### src/rtl/usart_tx_scheduler.sv
// rtl/usart_tx_scheduler.sv - round-robin, burst-locked sharing of one USART Tx core; macro USART_TX_SCHED_PRIO_EN makes requester 0 urgent
module usart_tx_scheduler #(
  parameter int NUM_REQ   = 4,
  parameter int DATA_BIT  = 8,
  parameter int MAX_BURST = 16
) (
  input  logic                          clk,
  input  logic                          reset,
  input  logic [NUM_REQ-1:0]            req_valid,
  input  logic [NUM_REQ*DATA_BIT-1:0]   req_data,
  input  logic [NUM_REQ-1:0]            req_last,
  output logic [NUM_REQ-1:0]            req_ready,
  output logic                          tx_start,
  output logic [DATA_BIT-1:0]           tx_data,
  input  logic                          tx_busy,
  output logic                          grant_active,
  output logic [$clog2(NUM_REQ)-1:0]    grant_id
);

  localparam int IDW = $clog2(NUM_REQ);
  localparam int BCW = $clog2(MAX_BURST + 1);

  typedef enum logic [1:0] {IDLE, ISSUE, WAIT_ACK, WAIT_DONE} state_t;

  state_t              state, state_n;
  logic [IDW-1:0]      rr_ptr, rr_ptr_n;
  logic [IDW-1:0]      grant_id_n;
  logic [IDW-1:0]      winner;
  logic [IDW-1:0]      next_owner;
  logic                found;
  logic [BCW-1:0]      burst_cnt, burst_cnt_n;
  logic                last_q, last_n;
  logic                grant_active_n;
  logic                tx_start_n;
  logic [DATA_BIT-1:0] tx_data_n;
  logic [DATA_BIT-1:0] owner_byte;
  logic                burst_done;

  assign owner_byte = req_data[grant_id*DATA_BIT +: DATA_BIT];
  assign next_owner = (grant_id == IDW'(NUM_REQ - 1)) ? '0 : grant_id + IDW'(1);
  assign burst_done = last_q || (burst_cnt == BCW'(MAX_BURST));

  // Arbitration: first valid requester scanning upward from rr_ptr, with wrap
  always_comb begin
    winner = rr_ptr;
    found  = 1'b0;
    for (int k = 0; k < NUM_REQ; k++) begin
      if (!found && req_valid[(int'(rr_ptr) + k) % NUM_REQ]) begin
        winner = IDW'((int'(rr_ptr) + k) % NUM_REQ);
        found  = 1'b1;
      end
    end
`ifdef USART_TX_SCHED_PRIO_EN
    if (req_valid[0]) begin
      winner = '0;
    end
`endif
  end

  // Consume strobe: only the owner, only in ISSUE, only when it offers a byte
  always_comb begin
    req_ready = '0;
    if (state == ISSUE && req_valid[grant_id]) begin
      req_ready[grant_id] = 1'b1;
    end
  end

  // Next-state and next-register values for the per-byte sequencer
  always_comb begin
    state_n        = state;
    rr_ptr_n       = rr_ptr;
    grant_id_n     = grant_id;
    grant_active_n = grant_active;
    burst_cnt_n    = burst_cnt;
    last_n         = last_q;
    tx_start_n     = 1'b0;
    tx_data_n      = tx_data;
    unique case (state)
      IDLE: begin
        if (!tx_busy && found) begin
          grant_id_n     = winner;
          grant_active_n = 1'b1;
          burst_cnt_n    = '0;
          state_n        = ISSUE;
        end
      end
      ISSUE: begin
        if (req_valid[grant_id]) begin
          tx_start_n = 1'b1;
          tx_data_n  = owner_byte;
          last_n     = req_last[grant_id];
          if (burst_cnt != BCW'(MAX_BURST)) begin
            burst_cnt_n = burst_cnt + BCW'(1);
          end
          state_n = WAIT_ACK;
        end else begin
          grant_active_n = 1'b0;
          rr_ptr_n       = next_owner;
          state_n        = IDLE;
        end
      end
      WAIT_ACK: begin
        if (tx_busy) begin
          state_n = WAIT_DONE;
        end
      end
      WAIT_DONE: begin
        if (!tx_busy) begin
          if (burst_done) begin
            grant_active_n = 1'b0;
            rr_ptr_n       = next_owner;
            state_n        = IDLE;
          end else begin
            state_n = ISSUE;
`ifdef USART_TX_SCHED_PRIO_EN
            // Urgent requester takes over; rr_ptr untouched so the old owner comes back
            if (req_valid[0] && grant_id != '0) begin
              grant_id_n  = '0;
              burst_cnt_n = '0;
            end
`endif
          end
        end
      end
      default: state_n = IDLE;
    endcase
  end

  // State and output registers with synchronous active-low reset
  always_ff @(posedge clk) begin
    if (!reset) begin
      state        <= IDLE;
      rr_ptr       <= '0;
      grant_id     <= '0;
      grant_active <= 1'b0;
      burst_cnt    <= '0;
      last_q       <= 1'b0;
      tx_start     <= 1'b0;
      tx_data      <= '0;
    end else begin
      state        <= state_n;
      rr_ptr       <= rr_ptr_n;
      grant_id     <= grant_id_n;
      grant_active <= grant_active_n;
      burst_cnt    <= burst_cnt_n;
      last_q       <= last_n;
      tx_start     <= tx_start_n;
      tx_data      <= tx_data_n;
    end
  end

endmodule

### config.mk
export PLATFORM = sky130hd
export DESIGN_NAME = usart_tx_scheduler
export DESIGN_NICKNAME = d
export VERILOG_FILES = /design/src/rtl/usart_tx_scheduler.sv
export SDC_FILE = /design/constraint.sdc
export NUM_CORES = 1
export LEC_CHECK = 0
export CAP_MARGIN = 20
export CORE_AREA = 2 2 80 59
export DETAILED_ROUTE_END_ITERATION = 8
export DIE_AREA = 0 0 82 61
export GPL_ROUTABILITY_DRIVEN = 0
export HOLD_SLACK_MARGIN = 0.15
export PLACE_DENSITY = 0.64
export SYNTH_ARGS = -nofsm -noshare
export SYNTH_HDL_FRONTEND = slang
export SYNTH_SLANG_ARGS = --single-unit
export TNS_END_PERCENT = 50
### constraint.sdc
create_clock -name clk -period 2.05 [get_ports clk]
set_clock_uncertainty 0.2 [all_clocks]
set_input_delay 0.41 -clock clk [delete_from_list [all_inputs] [get_ports clk]]
set_output_delay 0.41 -clock clk [all_outputs]
set_load 0.05 [all_outputs]
Yosys cells after proc, flatten, opt, wreduce, memory -nomap -nowiden

Index checks and enable logic that the tools add are counted.
W data, S select, Z words.

Register bits: 22
Output and inout port bits: 16
Word-level logic and storage cells: 107
Bits of input ports: 43

Shift-type cells: 1
Eq/ne operators: 13
Reduce and logical (&&, ||, !) cells: 25
Add/subtract/negate cells: 5
Bitwise operators: 3
$lt $le $gt $ge: 6
Muxes and demuxes: 46

Operator list:

| kind                  | number |
|---|---|
| $shiftx A32 B6 Y8     | 1 |
| $mux W2               | 11 |
| $mux W1               | 20 |
| $mux W5               | 3 |
| $bmux W1 S2           | 6 |
| $lt A3 B4 Y1 const B  | 3 |
| $ne A2 B2 Y1 const B  | 5 |
| $pmux W5 S2           | 1 |
| $pmux W2 S4           | 1 |
| $reduce_and A4 Y1     | 2 |
| $eq A2 B2 Y1 const B  | 3 |
| $logic_and A1 B1 Y1   | 6 |
| $lt A2 B3 Y1 const B  | 2 |
| $reduce_and A2 Y1     | 3 |
| $reduce_or A2 Y1      | 3 |
| $add A5 B1 Y5 const B | 1 |
| $eq A5 B5 Y1 const B  | 1 |
| $ne A5 B5 Y1 const B  | 1 |
| $reduce_and A5 Y1     | 1 |
| $add A2 B1 Y2 const B | 2 |
| $add A2 B2 Y2 const B | 2 |
| $logic_not A1 Y1      | 4 |
| $mux W4               | 1 |
| $ne A2 B1 Y1 const B  | 2 |
| other kinds (11)      | 14 |

Depth between registers and ports, before layout

Word-level depth: 17
Gate-level depth with buffers: 7
Mapped depth without buffers: 6

Worst setup path before layout

Ideal clock, no wire load.

Path kind: register to output
Start point: register grant_id[0]
End point: output port req_ready[0]
Cell stages (with the launch flop): 5
Arrival: 1.840 ns
Path buffers: 2
Required time: 1.440 ns
Path slack: -0.400 ns
Path through: dfxtp_1 -> buf_6 -> mux4_2 -> buf_6 -> and3_1

Cells in the longest elaborated chain, start to end: 5
Elaborated cells on any way between the ends: 9
Those cells by class: order compare (2); mux (5); reduce/logical (2)

Ends and longest elaborated chain:

| element                                                            | line | RTL |
|---|---|---|
| start, declared                                                    | 17   | `output logic [$clog2(NUM_REQ)-1:0] grant_id` |
| start signal, assigned                                             | 143  | `grant_id <= grant_id_n;` |
| $lt A2 B3 Y1 (implied by the code) or $ge A2 B1 Y1 (tied branches) | 64   | `req_ready[grant_id] = 1'b1;` |
| $logic_and A1 B1 Y1 (implied by the code)                          | 64   |  |
| $mux W1 (implied by the code)                                      | 64   |  |
| $demux W1 S2                                                       | 64   |  |
| $mux W4 *                                                          | 63   | `if (state == ISSUE && req_valid[grant_id]) begin` |
| end, declared                                                      | 12   | `output logic [NUM_REQ-1:0] req_ready,` |

Every way passes the cells marked *; elsewhere a longest branch is shown, timed or not. The select of a mux whose other input is x is not followed.

Worst setup path after layout

Start point: register grant_id[0]
End point: output port req_ready[2]

The elaborated chain is that of the path after synthesis.

==> results.md <==
- CP Capture Type: primary output
- FF+latch count, synth: 22
- Core area: roughly 4200 µm²
- Synth warn: 0
- Initial Util: 0.345
- Die Ht: approximately 61 µm
- Hold Fails Final Rpt: 0
- Final worst path period share: 1.04
- Number of fill cells in the layout: ~400
- Initial DRC count: 37
- PortBufs: a little under 60
- Share of cells above drive strength 1: 0.321
- Status: finished with violations
- TritonRoute pass-1 iters: 5
- Syn Area/Cell: roughly 9.5 µm²
- Avg WL per Cell: about 15 µm
- DP Cell Count: ~270
- Post-DP HPWL: approximately 3200 µm
- NumNets Final: around 270
- Worst-case headroom to the max-slew limit: 0.752
- Crit-path max FO: 5
- Syn Nets: approximately 200
- Crit path required time: about 1400 ps
- Final setup fails: 4
- Post-CTS Hold Fix Bufs: 0
- Slew Viols, Final: 0
- PwrDens: about 530 nW/µm²
- Via density: ~5
- CP cell instances: mux4_2 > and3_4 > buf_8
- Unrepaired setup endpoints after global routing: yes
- Multi-input gate area: ~950 µm²
- Final antenna-violating net count: 0
- Synthesis-to-finish area growth: 55.3%
- IO Count: around 60
- Area post-placement: roughly 2200 µm²
- Tmin final: 2120 ps
- Peak supply drop: between 0.3 and 0.4 mV
- XOR/XNOR Fraction of Synth Area: 0.0181
- H-tree depth: 1
- Global-route wire length before repair: 6420 µm
- Yosys cell types: 39
- FF+latch area: about 450 µm²
- Via count: 1404
- Critical path class: flip-flop to primary output
- Mux share of post-synthesis cell area: 0.174
- Compound-Gate Fraction of Synth Area: 0.149
- Synth Cell Area: about 1400 µm²
- Worst-path clk slew: 80 ps
- Total CTS buffers: 3
- Largest net degree at the start of global routing: 17
- Seq/Total Area, Yosys: 0.304
- Overall global routing resource usage: 0.169
- Failing checks: setup timing
- Number of synthesized flops with an enable pin: 0
- Initial antenna violation count: 0
- Final Routed Wirelength: roughly 4000 µm
- Vias in the first global route: about 1400
- Root Driver: clkbuf_8
- Crit path DAT: approximately 1500 ps
- Clock Path Buffers: 2
- DR DRC count: 0
- Synth Area in Adders: 0.0518
- Slew at the pin with the worst max-slew slack: ~360 ps
- Setup ws final: -75.0 ps
- Post-Synth Simple-Gate Area: 0.235
- Die X: ~82 µm
- Finished Cell Area: between 2000 and 2500 µm²
- Die ar.: 5000 µm²
- Async set or reset register ratio after synthesis: 0
- Synth Instances: approximately 150
- TritonCTS clock tree: built
- Worst setup SP type: flip-flop
- Remaining Overflow, GRT: 0
- Final total power: 1.19 mW
- Leak pwr: 0.878 nW
- # clock sinks: 22
- Max frequency: approximately 0.47 GHz
- Finished Layout Cells: 276
- Max-Cap Viols: 0
- Largest family of logic cells by synthesized area: simple AND/OR/NAND/NOR gates
- Slowest CP cell: mux4_2
- Top_reg_cell synth: dfxtp_1
- Row cnt: 20
- Clock Latency Late Sink: around 260 ps
- CP peak stage delay: 560 ps
- Hold WC Path Type: flip-flop to flip-flop
- # diodes: 0
cells by family after synthesis:
| logic type | count (synthesis) |
|---|---|
| compound gates | 30 |
| xor+xnor | 3 |
| fa+ha+maj | 6 |
| buf+inv | 17 |
| flops | 22 |
| mux | 12 |
| simple gates | 62 |
repair_timing:
action	CTS	global route
buffers inserted	1	0
resized for setup	10	4
endpoints found under the setup margin	14	16
pin swaps	4	1
worst paths after layout:
| check | startpoint | to | slack, ps | cells after the start |
|---|---|---|---|---|
| worst max register to register | grant_id[0] | burst_cnt[1] | 80 | 6 |
| worst min register to register | tx_data[1] | tx_data[1] | 270 | 2 |
| worst min-delay path | tx_data[1] | tx_data[1] | 270 | 2 |
| worst max-delay path | grant_id[0] | req_ready[2] | -70 | 3 |
registers in the layout, indices dropped and copies added (netlist names), named ones only:
register      flops
tx_data           8
grant_active      1
tx_start          1
grant_id          2
burst_cnt         5
last_q            1
state             1
rr_ptr            2
metrics by stage:
step / hold slack [ps] / setup TNS (ps) / util / setup slack [ps]
after floorplan: 255 / -48.6 / - / -12.2
after global placement: 249 / -5680 / 0.512 / -312
after detailed placement: 257 / -6470 / 0.512 / -335
after CTS: 269 / -334 / 0.531 / -86.5
after global routing: 290 / -488 / 0.535 / -125
final: 266 / -289 / 0.535 / -75.0
synth_stat cells (all sizes together) (2+ instances only):
master,n,share of area
nor2b,7,0.030
inv,8,0.021
buf,6,0.040
or3,2,0.0086
a21oi,16,0.076
clkbuf,3,0.0078
o21ai,5,0.017
and3,6,0.026
mux2i,2,0.014
a2111oi,2,0.012
xor2,2,0.012
ha,6,0.052
nor3,3,0.010
nand2,27,0.089
dfxtp,22,0.30
nand3,5,0.021
nor2,6,0.016
mux4,10,0.16
critical path: cells and delay by family, from the launching register on:
family                 cells  cell delay [ps]
muxes                      1              560
DFF                        1              360
and+or+nand+nor            1              190
buffers and inverters      1              140
final cells by class:
class | count | share of cell area
inverters | 8 | 0.0133
repair buffers | 74 | 0.313
clock buffers | 4 | 0.0245
multi-input cells | 113 | 0.421
well taps | 55 | 0.0306
flip-flops and latches | 22 | 0.198
placed cells by master, fill, tap and decap left out, types with 2 or more instances in the layout:
master / instances
clkdlybuf4s50_1: 38
buf_4: 25
dfxtp_1: 20
nand2_1: 18
inv_1: 8
mux4_2: 8
nand2_2: 8
a21oi_2: 8
a21oi_1: 8
nor2b_1: 7
nor2_1: 6
ha_1: 6
o21ai_0: 5
and3_4: 4
nand3_1: 4
clkbuf_8: 4
dlygate4sd2_1: 4
buf_6: 4
nor3_1: 3
or3_1: 2
mux2i_1: 2
and3_1: 2
xor2_1: 2
mux4_1: 2
buf_12: 2
metal layers:
| metal | routed length, µm | GRT usage |
|---|---|---|
| met5 | 0 | 0 |
| met3 | 189 | 0.0402 |
| met1 | 1810 | 0.223 |
| met2 | 2010 | 0.286 |
| met4 | 53 | 0.0357 |
where the power goes:
part,internal (mW),switching (mW),leakage (nW)
clock network,0.171,0.145,0.0288
logic,0.209,0.196,0.669
registers,0.450,0.0236,0.180
Note: power is estimated with default switching activity, not from simulation.
